[config.mk]
export PLATFORM = sky130hd
export DESIGN_NAME = aurora_fpga_ctrl
export DESIGN_NICKNAME = d
export VERILOG_FILES = /design/src/rtl/aurora_ctrl_pkg.sv /design/src/rtl/aurora_tx_skid.sv /design/src/rtl/aurora_fpga_ctrl.sv
export SDC_FILE = /design/constraint.sdc
export NUM_CORES = 1
export LEC_CHECK = 0
export CAP_MARGIN = 5
export CORE_MARGIN = 1.5
export CORE_UTILIZATION = 40
export DETAILED_ROUTE_END_ITERATION = 10
export PLACE_DENSITY = 0.84
export SLEW_MARGIN = 20
export SYNTH_ARGS = -nofsm -noshare
export SYNTH_HDL_FRONTEND = slang
export SYNTH_SLANG_ARGS = --single-unit
[constraint.sdc]
create_clock -name user_clk -period 2.8 [get_ports user_clk]
set_input_delay 0.28 -clock user_clk [delete_from_list [all_inputs] [get_ports user_clk]]
set_output_delay 0.28 -clock user_clk [all_outputs]
set_load 0.1 [all_outputs]
[src/rtl/aurora_ctrl_pkg.sv]
// aurora_ctrl_pkg: shared widths and TX buffer occupancy type for the Aurora data-path controller
package aurora_ctrl_pkg;
    localparam int DATA_W = 32;
    localparam int CNT_W = 16;
    typedef logic [1:0] occ_t;
endpackage

[src/rtl/aurora_tx_skid.sv]
// aurora_tx_skid: 2-entry TX output buffer with push/pop, occupancy and head output
module aurora_tx_skid
    import aurora_ctrl_pkg::*;
#(
    parameter int W = DATA_W
) (
    input  logic         clk,
    input  logic         srst,
    input  logic         push,
    input  logic         pop,
    input  logic [W-1:0] din,
    output logic [W-1:0] head,
    output occ_t         occ
);
    logic [W-1:0] tail;
    always_ff @(posedge clk) begin
        if (srst) begin
            occ  <= '0;
            head <= '0;
            tail <= '0;
        end else begin
            occ <= occ + {1'b0, push} - {1'b0, pop};
            // new word lands in head when head is free after this cycle, else in tail
            if (push && (occ == 2'd0 || (occ == 2'd1 && pop)))
                head <= din;
            else if (pop && occ == 2'd2)
                head <= tail;
            if (push && ((occ == 2'd1 && !pop) || (occ == 2'd2 && pop)))
                tail <= din;
        end
    end
endmodule

[src/rtl/aurora_fpga_ctrl.sv]
// aurora_fpga_ctrl: user FIFO <-> Aurora AXI-stream data-path controller
// Define AURORA_CTRL_STATS_EN to add saturating tx/rx word and rx drop counters.
module aurora_fpga_ctrl #(
    parameter int DATA_W = aurora_ctrl_pkg::DATA_W
`ifdef AURORA_CTRL_STATS_EN
    , parameter int CNT_W = aurora_ctrl_pkg::CNT_W
`endif
) (
    input  logic              user_clk,
    input  logic              rst,
    input  logic              pll_not_locked,
    input  logic              rx_fifo_rst,
    input  logic              channel_rdy,
    input  logic [DATA_W-1:0] fifo_dat_i,
    input  logic              fifo_empty_i,
    output logic              fifo_rd_o,
    output logic [DATA_W-1:0] fifo_wr_dat_o,
    output logic              fifo_wr_o,
    input  logic              fifo_full_i,
    output logic [DATA_W-1:0] tx_data,
    output logic              tx_data_src_rdy,
    input  logic              tx_data_dst_rdy,
    input  logic [DATA_W-1:0] rx_data,
    input  logic              rx_data_src_rdy
`ifdef AURORA_CTRL_STATS_EN
    ,
    output logic [CNT_W-1:0]  tx_word_cnt,
    output logic [CNT_W-1:0]  rx_word_cnt,
    output logic [CNT_W-1:0]  rx_drop_cnt
`endif
);
    import aurora_ctrl_pkg::*;
    logic srst, pend, pop, accept;
    logic [2:0] fill;
    occ_t occ;
    assign srst = !rst | pll_not_locked;
    assign tx_data_src_rdy = channel_rdy & (occ != 2'd0);
    assign pop = tx_data_src_rdy & tx_data_dst_rdy;
    // projected occupancy once the in-flight word lands; a read is safe while it stays <= 1
    assign fill = 3'(occ) + 3'(pend) - 3'(pop);
    assign fifo_rd_o = !srst & channel_rdy & !fifo_empty_i & (fill <= 3'd1);
    assign accept = rx_data_src_rdy & channel_rdy & !fifo_full_i & !rx_fifo_rst;
    aurora_tx_skid #(.W(DATA_W)) u_skid (
        .clk  (user_clk),
        .srst (srst),
        .push (pend),
        .pop  (pop),
        .din  (fifo_dat_i),
        .head (tx_data),
        .occ  (occ)
    );
    always_ff @(posedge user_clk) begin
        if (srst) begin
            pend          <= 1'b0;
            fifo_wr_o     <= 1'b0;
            fifo_wr_dat_o <= '0;
        end else begin
            pend      <= fifo_rd_o;
            fifo_wr_o <= accept;
            if (accept)
                fifo_wr_dat_o <= rx_data;
        end
    end
`ifdef AURORA_CTRL_STATS_EN
    logic drop;
    assign drop = rx_data_src_rdy & !accept;
    always_ff @(posedge user_clk) begin
        if (srst)
            tx_word_cnt <= '0;
        else if (pop && tx_word_cnt != '1)
            tx_word_cnt <= tx_word_cnt + CNT_W'(1);
        if (srst || rx_fifo_rst) begin
            rx_word_cnt <= '0;
            rx_drop_cnt <= '0;
        end else begin
            if (accept && rx_word_cnt != '1)
                rx_word_cnt <= rx_word_cnt + CNT_W'(1);
            if (drop && rx_drop_cnt != '1)
                rx_drop_cnt <= rx_drop_cnt + CNT_W'(1);
        end
    end
`endif
endmodule

==> run summary, run 1 <==
TritonCTS built the clock tree. The measured slew at the worst slew-check pin is 929 ps. The average cell area after synthesis is 7.87 µm². The number of inserted diodes came out at 0. The worst ir drop on vdd is 0.000291 V. The sequential cell fraction of total power is 53.9%.

The number of hold-slack violations in the final timing report came out at 0. Once layout is complete, the cells apart from fillers number 744. Traced cell by cell, the critical path runs through o21a_4 > and2_4 > ha_4 > inv_2 > ha_4 > fa_2 > xor2_1 > nand2_1 > nor4_4 > buf_12. The critical path startpoint category is a flip-flop. Of the total synthesized cell area, the portion taken by full adders, half adders and majority gates is 1.16%.

The required time of the worst setup path came out at 2520 ps. For this run, the slowest stage of the critical path takes 360 ps. The number of buffer and inverter instances along the worst setup path came out at 2. The initial utilization of the core area, before any placement, comes to 41.7%. The DRC violation total after the first TritonRoute iteration is 100. The unique cell type count in the Yosys netlist came out at 28. CTS saw 100 sinks.

The global-route wire length before repair is 16,300 µm. At the placement stage, the worst setup path has a slack of -35.7 ps. The tool flagged a number of max-cap violations equal to 0. The flow ran to the end, but the final reports show violations.

Across the routed clock network, the largest skew measured is 15.3 ps. The filler cells instantiated in the layout total 884. In this run the most critical hold path is launched from fifo_wr_dat_o[24]. The path with the worst hold slack has its endpoint at fifo_wr_dat_o[24]. The checks that failed: setup timing.

The worst setup path is of the flip-flop to primary output kind. The total of hold buffers inserted after clock tree synthesis came out at 0. The fraction of the mapped netlist area in compound gates came out at 23.0%.

Clock latency on the worst-skew pair, taken at its later pin, is 340 ps. The overall routed net length came out at 10000 µm. The cell count after synthesis came out at 494. The multi-input combinational cell area came out at 0.00174 mm². After synthesis, the cell types taking the most area are sky130_fd_sc_hd__dfxtp_1, sky130_fd_sc_hd__nand2_1, sky130_fd_sc_hd__a21oi_1, sky130_fd_sc_hd__o21ai_0, sky130_fd_sc_hd__a31oi_1. The clock transition at the register clock pins on the worst setup and hold paths after CTS is 90 ps. Pin placement for this block handled 140 I/O pins. The half-perimeter wire length of the detailed placement result came out at 6990 µm. In the routed design, unresolved DRC markers number 0. The final setup violation count is 1. The total power came out at 2.67 mW. The tree is rooted in a sky130_fd_sc_hd__clkbuf_8. In the layout the commonest cells are sky130_fd_sc_hd__nand2_1, sky130_fd_sc_hd__dfxtp_1, sky130_fd_sc_hd__buf_4, sky130_fd_sc_hd__clkdlybuf4s50_1, sky130_fd_sc_hd__a21oi_1. The number of nets in the finished design is 687. The area share of xor/xnor cells in the synthesized design is 0.225%.

The depth of the most critical reg-to-reg path came out at 4. The maximum number of pins on one net before global-route repair came out at 68. Setup slack on the critical path of the routed design comes to -10.5 ps.

By area, the combinational part of the netlist is dominated by compound AO/OA/AOI/OAI gates. The capture instance of the worst register-to-register path is u_skid.head[1]. Measured along the x axis, the die boundary spans 102 µm. The internal power summed over all cells is 2.02 mW. The antenna violation net count after detailed routing came out at 0. The share of cells above drive strength 1 is 17.6%. The detail-routed via count per cell is 5.16.

After synthesis, the share of cell area in mux cells is 0%. The vertical extent of the die came out at 102 µm. The clock period minus worst slack came out at 2810 ps. The global placement routability congestion is 0.740. The period utilization came out at 100%. Summing all non-filler instances in the final layout gives an area of 0.00546 mm². In this run the critical register-to-register path is launched from pend. Of all cell types, the one taking the most synthesized area is sky130_fd_sc_hd__dfxtp_1. The number of global-route vias before repair is 3,655.

The storage element area is 0.00201 mm². The min-delay analysis places its worst path in the category flip-flop to flip-flop. The area added between synthesis and finish is 40.5%. The number of H-tree branching levels came out at 3. The number of search-and-repair iterations in the first detailed-routing pass is 4.

The placeable core region is 0.00933 mm². The largest driver fanout on the critical path came out at 2. At the worst endpoint, the arrival time is 2530 ps. The final route contains 3,839 vias. The routed wire length per instance came out at 13.4 µm. The synthesis warning total came out at 0. The switching portion of total power came out at 24.3%. The area after detailed placement is 0.00524 mm². The leakage dissipation came out at 1.88 nW. The area share of and/or/nand/nor cells after synthesis is 18.7%. The global-route congestion overflow total is 0.

The net count of the mapped netlist came out at 570. STA classifies the critical path endpoint as a primary output. Buffers inserted during clock tree synthesis total 9. The area enclosed by the die boundary is 0.0103 mm².

The total power divided by cell area came out at 488 mW/mm². The number of placement rows came out at 35. Counting tap cells, the placed design contains a total of 727 instances.

The most common cell after layout, fill and taps aside is sky130_fd_sc_hd__nand2_1. The flip-flop and latch count after synthesis came out at 100. Summed over all nets, the switching power comes to 0.648 mW. The number of buffers on the longest clock path came out at 2. The largest individual stage delay along the critical path comes from the cell sky130_fd_sc_hd__dfxtp_4. The share of synthesized area occupied by flip-flops and latches is 51.5%. In this run, the clock network consumes 34.8% of the power. The total global routing track utilization is 19.5%.

In this design, the largest share of critical-path delay is due to adder cells. The area share of the largest cell type after synthesis is 51.5%. By instance count, the cell type seen most on the critical path is sky130_fd_sc_hd__ha_4. The register-to-register setup slack came out at 510 ps. Setup repair after global routing could not meet its margin everywhere. The number of pins exceeding their max-slew limit in the final report is 0.

The maximum operating frequency came out at 0.356 GHz. The initial antenna violation count is 0. The post-synthesis cell area is 0.00389 mm². The cell count of the worst hold path came out at 2. The quantity of I/O buffers inserted on ports is 139. Headroom to the max-slew limit came out at 38.1%. The logic gate share of total power is 11.3%.
-- timing repair --
| item | in CTS | in global routing |
|---|---|---|
| resized for setup | 5 | 0 |
| pin swaps | 4 | 3 |
| setup buffers | 2 | 0 |
| setup endpoints to repair | 1 | 1 |
| hold endpoints to repair | 0 | 0 |
-- worst max-delay path by stage --
| stage | start | to | slack, ps | cells past startpoint |
|---|---|---|---|---|
| 6_report | u_skid.occ[0] | fifo_rd_o | -10 | 10 |
| 2_1_floorplan | u_skid.occ[1] | fifo_rd_o | -450 | 8 |
| 5_1_grt | u_skid.occ[0] | fifo_rd_o | -100 | 10 |
| 4_1_cts | u_skid.occ[0] | fifo_rd_o | -120 | 10 |
| 3_5_place_dp | channel_rdy | fifo_rd_o | -40 | 11 |
| 3_3_place_gp | channel_rdy | fifo_rd_o | 50 | 9 |
-- kinds of logic (layout without fill, tap and decap cells) --
family | count (synthesis) | in the layout
adders and majority gates | 3 | 3
buffers and inverters | 51 | 172
and+or+nand+nor | 174 | 174
xor gates and xnor gates | 1 | 1
AOI/OAI and AO/OA | 165 | 165
DFF | 100 | 100
-- synth_stat cells --
master / n
sky130_fd_sc_hd__a211o_1: 1
sky130_fd_sc_hd__a21o_1: 1
sky130_fd_sc_hd__a21oi_1: 65
sky130_fd_sc_hd__a31oi_1: 31
sky130_fd_sc_hd__and2_1: 3
sky130_fd_sc_hd__and3_1: 1
sky130_fd_sc_hd__buf_1: 1
sky130_fd_sc_hd__buf_2: 11
sky130_fd_sc_hd__clkbuf_1: 29
sky130_fd_sc_hd__clkbuf_2: 4
sky130_fd_sc_hd__dfxtp_1: 100
sky130_fd_sc_hd__fa_1: 1
sky130_fd_sc_hd__ha_1: 2
sky130_fd_sc_hd__inv_1: 6
sky130_fd_sc_hd__nand2_1: 128
sky130_fd_sc_hd__nand2b_1: 1
sky130_fd_sc_hd__nand3_1: 34
sky130_fd_sc_hd__nand4b_1: 1
sky130_fd_sc_hd__nor2_1: 2
sky130_fd_sc_hd__nor2b_1: 1
sky130_fd_sc_hd__nor3_2: 1
sky130_fd_sc_hd__nor4_1: 2
sky130_fd_sc_hd__o21a_1: 2
sky130_fd_sc_hd__o21ai_0: 56
sky130_fd_sc_hd__o21ai_1: 7
sky130_fd_sc_hd__o21ai_2: 1
sky130_fd_sc_hd__o2bb2a_4: 1
sky130_fd_sc_hd__xor2_1: 1
-- metrics by stage --
step / hold slack [ps] / utilization [%] / setup TNS, ps
6_report: 458 / 58.6 / -10.5
5_1_grt: 454 / 58.6 / -103
4_1_cts: 456 / 58.6 / -121
3_5_place_dp: 447 / 56.1 / -35.7
3_3_place_gp: 443 / 56.1 / 0
2_1_floorplan: 359 / - / -452
-- power by group through the flow --
stage | combinational [mW] | clock [mW] | sequential [mW]
final | 0.302 | 0.928 | 1.44
after global routing | 0.320 | 1.01 | 1.44
after CTS | 0.303 | 0.950 | 1.44
after detailed placement | 0.301 | 0 | 1.47
after global placement | 0.297 | 0 | 1.47
after floorplan | 0.0773 | 0 | 1.55
-- sequential cells by signal (all words and copies together) (netlist names) --
signal         cells
fifo_wr_dat_o     32
u_skid.head       32
u_skid.tail       32
u_skid.occ         2
fifo_wr_o          1
pend               1
-- per-layer routing --
metal / track usage [%] / up-vias / routed length [µm]
li1: - / 1916 / -
met1: 22.1 / 1782 / 4160
met2: 33.9 / 135 / 4780
met3: 8.70 / 6 / 982
met4: 4.27 / 0 / 75
met5: 0 / - / 0
-- cell type report --
cell class | count | area share, %
tap | 129 | 2.96
sequential | 100 | 36.8
clock inverter | 3 | 0.848
multi-input combinational | 343 | 31.9
inverter | 6 | 0.412
clock buffer | 12 | 2.84
timing repair buffer | 151 | 24.3
-- tightest hold or removal path: cells and delay by family (launching register included) --
family,cells,cell delay [ps]
and+or+nand+nor,1,50
AOI/OAI and AO/OA,1,50
DFF,1,320
No activity file was read; power rests on OpenSTA's default activity.
==> run 2, diff against run 1 <==
- MAX_ROUTING_LAYER: unset -> met4
==> run 2 against run 1 <==
Net effect:
- the flow still finishes with violations (setup timing)
- first-iteration DRC count up 1.0%
- clock skew shrank 4.5 ps
- utilization stayed put
- count of clock-buffer cells in the layout stayed put
- fmax hardly changed
- critical path type unchanged
==> run summary, run 2 (same netlist as run 1, synthesis figures left out) <==
The flow ran to the end, but the final reports show violations. The final reports fail on setup timing. The detail-routed via count per cell is 5.14 (-0.36%). The data arrival time at the worst-slack endpoint is 2530 ps (about the same).

The largest driver fanout on the critical path came to 2 (unchanged). The clock net sink count came to 100 (unchanged). Setup repair after global routing could not meet its margin everywhere. The vertical extent of the die came out at 102 µm (unchanged). The worst ir drop on vdd came out at 0.000292 V (+0.33%). The critical path startpoint category is a flip-flop. In this design, the largest share of critical-path delay is due to adder cells. The number of buffers on the longest clock path is 2 (unchanged).

The slowest stage of the critical path belongs to the cell sky130_fd_sc_hd__dfxtp_4. The number of buffer and inverter instances along the worst setup path came out at 2 (unchanged). Among the stages of the critical path, the cell type that occurs most often is sky130_fd_sc_hd__ha_4. The total number of vias is 3,825 (-0.36%). The clock transition at the register clock pins on the worst setup and hold paths after CTS is 90 ps (about the same).

The number of nets in the finished design is 687 (unchanged). The startpoint identified for the worst register-to-register timing path is pend. The final setup violation count is 1 (unchanged). The setup slack after placement is -35.7 ps (unchanged). The critical path goes through o21a_4 > and2_4 > ha_4 > inv_2 > ha_4 > fa_2 > xor2_1 > nand2_1 > nor4_4 > buf_12.

The library cells used most frequently in the layout, excluding fill and tap cells, are sky130_fd_sc_hd__nand2_1, sky130_fd_sc_hd__dfxtp_1, sky130_fd_sc_hd__buf_4, sky130_fd_sc_hd__clkdlybuf4s50_1, sky130_fd_sc_hd__a21oi_1. The initial antenna violation count was 0 (unchanged). The routed wire length per instance is 13.5 µm (+0.17%). The global placement routability congestion is 0.750 (+1.2%).

The global-route congestion overflow total is 0 (unchanged). The number of global-route vias before repair came out at 3,655 (unchanged). The leakage dissipation came out at 1.88 nW (unchanged).

The overall routed net length came out at 10,000 µm (+0.17%). The DRC violation total after the first TritonRoute iteration is 101 (+1.0%). The normalized max-slew margin is 38.2% (+0.16 points).

The placeable core region is 0.00933 mm² (unchanged). The area enclosed by the die boundary was 0.0103 mm² (unchanged). The number of H-tree branching levels came out at 3 (unchanged). The source-to-sink clock delay at the later pin of the worst-skew pair came to 340 ps (about the same). The area added between synthesis and finish came out at 40.5% (unchanged). The total of hold buffers inserted after clock tree synthesis is 0 (unchanged). The maximum number of pins on one net before global-route repair is 68 (unchanged). The share of cells above drive strength 1 came out at 17.6% (unchanged). The number of placed cells counting well taps came out at 727 (unchanged). The clock period minus worst slack came out at 2810 ps (+0.163 ps).

The largest registers in the layout are fifo_wr_dat_o (32), u_skid.head (32), u_skid.tail (32). The maximum operating frequency is 0.356 GHz (about the same). The total power divided by cell area is 489 mW/mm² (about the same). The start point of the critical path is u_skid.occ[0].

The starting utilization of the core area came to 41.7% (unchanged). The global-route wire length before repair is 16,300 µm (about the same). The die width came out at 102 µm (unchanged). The number of placement rows came out at 35 (unchanged). The max-cap violation count came out at 0 (unchanged). In this run the most critical hold path is launched from fifo_wr_dat_o[24]. CTS placed an instance of sky130_fd_sc_hd__clkbuf_8 at the clock tree root.

Leaving out fill and tap cells, the most frequent cell in the layout is sky130_fd_sc_hd__nand2_1. The measured slew at the worst slew-check pin is 927 ps (-2.42 ps). The total power came out at 2.67 mW (about the same). The boundary pin count is 140 (unchanged). TritonCTS built the clock tree. The antenna violation net count after detailed routing is 0 (unchanged). The worst setup skew after layout was 10.7 ps (-4.55 ps).

The half-perimeter wire length of the detailed placement result came out at 6990 µm (unchanged). The number of standard cells in the layout, taps in and fillers out came to 744 (unchanged). The number of search-and-repair iterations in the first detailed-routing pass is 4 (unchanged). The worst hold path belongs to the class flip-flop to flip-flop. STA classifies the critical path endpoint as a primary output. The final worst setup slack is -10.6 ps (-0.162 ps).

The period utilization came out at 100% (about the same). The quantity of I/O buffers inserted on ports came out at 139 (unchanged). The post-route worst hold slack is 458 ps (+0.135 ps).

The type of the setup path with the least slack is flip-flop to primary output. The number of inserted diodes is 0 (unchanged). The number of hold-slack violations in the final timing report is 0 (unchanged). The total global routing track utilization is 20.2% (+0.65 points). The peak per-stage delay on the critical path came out at 360 ps (about the same).

The number of pins exceeding their max-slew limit in the final report is 0 (unchanged). The clock buffer count from CTS is 9 (unchanged). The detailed-route DRC error count is 0 (unchanged).

The required time of the worst setup path came to 2520 ps (about the same).
-- run 2: where the power goes --
group | internal (mW) | switching [mW] | total (mW)
Sequential | 1.43 | 0.00632 | 1.44
Clock | 0.460 | 0.470 | 0.930
Combinational | 0.128 | 0.174 | 0.302
-- run 2: final cells by class --
class	instances	area (µm²)
Tap cell	129	161
Clock buffer	12	155
Inverter	6	22.5
Clock inverter	3	46.3
Fill cell	884	3870
Timing Repair Buffer	151	1330
Sequential cell	100	2010
Multi-Input combinational cell	343	1740
-- run 2: tightest hold or removal path, stage by stage, from the launching register on --
cell                      delay [ps]
sky130_fd_sc_hd__dfxtp_1         320
sky130_fd_sc_hd__nand2_1          50
sky130_fd_sc_hd__a21oi_1          50
-- run 2: routing by layer --
| metal | part of all wire (%) | GRT usage [%] | up-vias |
|---|---|---|---|
| met5 | 0 | - | - |
| met1 | 42 | 22.9 | 1771 |
| met3 | 8.6 | 7.73 | 9 |
| li1 | - | - | 1915 |
| met2 | 48 | 33.9 | 130 |
| met4 | 0.85 | 4.27 | 0 |
-- run 2: path summary, 6_finish.rpt --
kind | slack, ps | cells past startpoint | endpoint
max | -10 | 10 | fifo_rd_o
min | 460 | 2 | fifo_wr_dat_o[24]
max reg2reg | 510 | 4 | u_skid.head[1]
min reg2reg | 460 | 2 | fifo_wr_dat_o[24]
-- run 2: through the flow --
step / setup TNS, ps / instance area (µm²) / utilization [%]
floorplan: -452 / 3950 / -
global placement: 0 / 5240 / 56.1
detailed placement: -35.7 / 5240 / 56.1
CTS: -121 / 5460 / 58.6
global route: -106 / 5460 / 58.6
finish: -10.6 / 5460 / 58.6
-- run 2: timing repair --
item                       4_1_cts  5_1_grt
setup endpoints to repair        1        1
setup buffers                    2        0
resized for setup                5        0
pin swaps                        4        3
hold endpoints to repair         0        0
==> run 3, diff against run 2 <==
- PLACE_DENSITY: 0.84 -> 0.8
- SYNTH_HIERARCHICAL: unset -> 1
==> run 3 against run 2 <==
Net effect:
- highest routed layer unchanged
- worst hold slack gained 17 ps
- largest power group unchanged
- the flow finishes with violations (DRC)
- total power is 14% higher
- critical path depth unchanged
- clock power rose by 33%
- cell count rose by 3.0%
- first-iteration DRC count grew to 3.1 times the previous value
==> run summary, run 3 <==
The largest driver fanout on the critical path was 2 (unchanged). The detailed-route DRC error count was 13 (+13). The source-to-sink clock delay at the later pin of the worst-skew pair is 340 ps (about the same).

The number of buffers on the longest clock path came out at 2 (unchanged). The net count of the mapped netlist came out at 579 (+1.6%). The required time of the worst setup path is 2520 ps (about the same).

The starting utilization of the core area came out at 41.4% (-0.27 points). The net switching component of the power is 0.717 mW (+10%). The global-route wire length before repair came out at 19,200 µm (+18%).

The max-cap violation count came out at 0 (unchanged). The clock period minus worst slack came out at 2790 ps (-23.0 ps). The checks that failed: DRC. The boundary pin count is 140 (unchanged). The average cell area after synthesis came out at 9.56 µm² (+21%). After synthesis, the cell types taking the most area are sky130_fd_sc_hd__dfxtp_1, sky130_fd_sc_hd__mux2i_1, sky130_fd_sc_hd__nand3b_1, sky130_fd_sc_hd__nand2b_1, sky130_fd_sc_hd__a311oi_1.

The share of the core filled with cells is 55.0% (-3.5 points). Ranked by instance count, the synthesized netlist is headed by sky130_fd_sc_hd__dfxtp_1, sky130_fd_sc_hd__nand2b_1, sky130_fd_sc_hd__nand3b_1, sky130_fd_sc_hd__mux2i_1, sky130_fd_sc_hd__nand2_1. The leakage dissipation came out at 2.23 nW (+18%). The measured slew at the worst slew-check pin came out at 583 ps (-344 ps). The launching point of the worst reg2reg path is u_skid/occ[1]. The unique cell type count in the Yosys netlist was 27 (-3.6%). By startpoint and endpoint, the worst setup path is classified as flip-flop to primary output. The root buffer cell chosen for the clock tree is sky130_fd_sc_hd__clkbuf_16. The number of global-route vias before repair came to 4,032 (+10%). The largest registers in the layout are fifo_wr_dat_o (32), u_skid/head (32), u_skid/tail (32). The total power divided by cell area is 476 mW/mm² (-2.5%). The cell area after layout came out at 0.00637 mm² (+17%). The maximum number of pins on one net before global-route repair is 66 (-2.9%). The flow ran to the end, but the final reports show violations. The internal power summed over all cells is 2.32 mW (+15%).

The number of synthesized flops with an enable pin is 0 (unchanged). The quantity of I/O buffers inserted on ports was 139 (unchanged). The post-synthesis cell area came out at 0.00479 mm² (+23%). The most frequent cell after synthesis is sky130_fd_sc_hd__dfxtp_1. The global-route congestion overflow total came out at 0 (unchanged).

The proportion of power drawn by the clock network is 40.9% (+6.1 points). The final setup violation count came out at 0 (-1). In this run the worst setup path begins at u_skid/occ[1].

The total of hold buffers inserted after clock tree synthesis came out at 0 (unchanged). In the layout the commonest cells are sky130_fd_sc_hd__dfxtp_1, sky130_fd_sc_hd__buf_4, sky130_fd_sc_hd__clkdlybuf4s50_1, sky130_fd_sc_hd__nand3b_1, sky130_fd_sc_hd__nand2b_1. The number of placement rows is 39 (+11%). The synthesized design spends more area on one cell type than any other, namely sky130_fd_sc_hd__dfxtp_1. The number of hold-slack violations in the final timing report is 0 (unchanged). The clock transition at the register clock pins on the worst setup and hold paths after CTS came out at 70 ps (-20 ps). The startpoint identified for the worst hold timing path is u_skid/tail[29]. The DRC violation total after the first TritonRoute iteration came out at 317 (+210%).

In this run the critical register-to-register path is captured at u_skid/tail[20]. The logic gate share of total power is 11.6% (+0.3 points). The die width is 112 µm (+11%).

The tightest min-delay check is of the flip-flop to flip-flop type. The normalized max-slew margin is 61.1% (+23 points). From synthesis to final layout, the design area changed by 33.0%. The number of search-and-repair iterations in the first detailed-routing pass came out at 8 (+4).

The most common cell after layout, fill and taps aside is sky130_fd_sc_hd__dfxtp_1. The number of H-tree branching levels came out at 3 (unchanged). The data arrival time at the worst-slack endpoint came out at 2510 ps (-20 ps). The cell count after synthesis is 501 (+1.4%). The area enclosed by the die boundary is 0.0126 mm² (+22%). In the synthesized netlist the dominant register cell turns out to be sky130_fd_sc_hd__dfxtp_1.

The sequential cell fraction of total power is 47.5% (-6.3 points). TritonCTS built the clock tree. The global placement routability congestion was 0.770 (+2.7%). The worst ir drop on vdd came out at 0.000323 V (+11%). The number of nets in the finished design is 696 (+1.3%). The synthesis warning total is 6 (+6).

The maximum operating frequency is 0.359 GHz (+0.82%). The critical path startpoint category is a flip-flop. The capture endpoint of the worst hold path is u_skid/tail[29].

The clock buffer count from CTS came out at 9 (unchanged). The share of synthesized area occupied by flip-flops and latches is 41.8% (-9.7 points). The overall routed net length is 11,500 µm (+15%).

The total number of vias is 4,002 (+4.6%). The number of pins exceeding their max-slew limit in the final report is 0 (unchanged). The half-perimeter wire length of the detailed placement result is 7470 µm (+6.8%). The post-synthesis async set-or-reset flop share came out at 0% (unchanged). The area after detailed placement came out at 0.00603 mm² (+15%). Setup repair after global routing could not meet its margin everywhere. The routed wire length per instance is 15.0 µm (+11%). The share of cells above drive strength 1 was 18.3% (+0.74 points). The clock net sink count is 100 (unchanged). The worst setup skew after layout was 7.19 ps (-3.54 ps). The vertical extent of the die came out at 112 µm (+11%). The register-to-register setup slack is 590 ps (+80 ps).

The number of inserted diodes is 0 (unchanged). The antenna violation net count after detailed routing came out at 0 (unchanged). STA classifies the critical path endpoint as a primary output. The detail-routed via count per cell came out at 5.22 (+1.6%). The area share of the largest cell type after synthesis came out at 41.8% (-9.7 points).

The cell count of the worst hold path came out at 2 (unchanged). The period utilization is 99.6% (-0.82 points). The depth of the most critical reg-to-reg path was 9 (+5). The total global routing track utilization is 19.2% (-1.1 points). The initial antenna violation count is 0 (unchanged). The switching portion of total power is 23.7% (-0.71 points). The placeable core region came out at 0.0116 mm² (+24%).

The flip-flop and latch count after synthesis is 100 (unchanged).
## run 3: repair_timing
action,CTS,global route
resized for setup,6,0
pin swaps,4,4
endpoints found under the setup margin,1,1
cloned,0,0
buffers inserted,3,1
## run 3: power groups by stage
stage,combinational [mW],clock [mW],sequential (mW)
6_report,0.352,1.24,1.44
5_1_grt,0.374,1.34,1.44
4_1_cts,0.353,1.28,1.44
3_5_place_dp,0.351,0,1.47
3_3_place_gp,0.347,0,1.47
2_1_floorplan,0.131,0,1.55
## run 3: routing by layer
| layer | vias to the layer above | wire, µm | track usage [%] |
|---|---|---|---|
| li1 | 1971 | - | - |
| met1 | 1904 | 5200 | 22.8 |
| met2 | 123 | 5590 | 31.6 |
| met3 | 4 | 663 | 4.86 |
| met4 | 0 | 34 | 6.58 |
| met5 | - | 0 | - |
## run 3: how the worst max path moves through the flow
stage	endpoint	slack [ps]	cells past startpoint
6_report	fifo_rd_o	10	10
5_1_grt	fifo_rd_o	-90	10
4_1_cts	fifo_rd_o	-50	10
3_5_place_dp	fifo_rd_o	-50	11
3_3_place_gp	fifo_rd_o	4	11
2_1_floorplan	fifo_rd_o	-250	9
## run 3: through the flow
stage               worst slack, ps  hold slack, ps  total power [mW]  setup TNS [ps]  cells
floorplan                      -249             435              1.68            -249    501
global placement               3.94             458              1.82               0    746
detailed placement            -50.1             462              1.82           -50.1    746
CTS                           -52.1             473              3.07           -52.1    765
global route                  -89.8             496              3.15           -89.8    766
finish                         12.4             475              3.03               0    766
## run 3: area by class of cell
cell class	count	area, µm²
timing repair buffer	157	1380
clock inverter	3	46.3
tap	143	179
fill	991	5200
sequential	100	2010
multi-input combinational	345	2480
clock buffer	13	250
inverter	5	18.8
## run 3: kinds of logic (layout without fill, tap and decap cells)
family                   count (synthesis)  count (layout)  share of synthesized area (%)
AO/OA/AOI/OAI                           34              34                           6.48
XOR/XNOR                                 3               3                          0.549
adder cells (fa/ha/maj)                  5               5                           1.46
buffers and inverters                   56             178                           7.37
flip-flops                             100             100                           41.8
multiplexers                            64              64                           13.4
AND/OR/NAND/NOR                        239             239                           29.0
## run 3: critical path, cell delays in order, from the launching register on
cell                       delay [ps]
sky130_fd_sc_hd__dfxtp_4          350
sky130_fd_sc_hd__o21a_4           210
sky130_fd_sc_hd__and2_4           140
sky130_fd_sc_hd__ha_4             200
sky130_fd_sc_hd__inv_2             60
sky130_fd_sc_hd__ha_4             120
sky130_fd_sc_hd__inv_2             30
sky130_fd_sc_hd__fa_1             480
sky130_fd_sc_hd__nand3b_1         140
sky130_fd_sc_hd__nor3_4           230
sky130_fd_sc_hd__buf_12           200
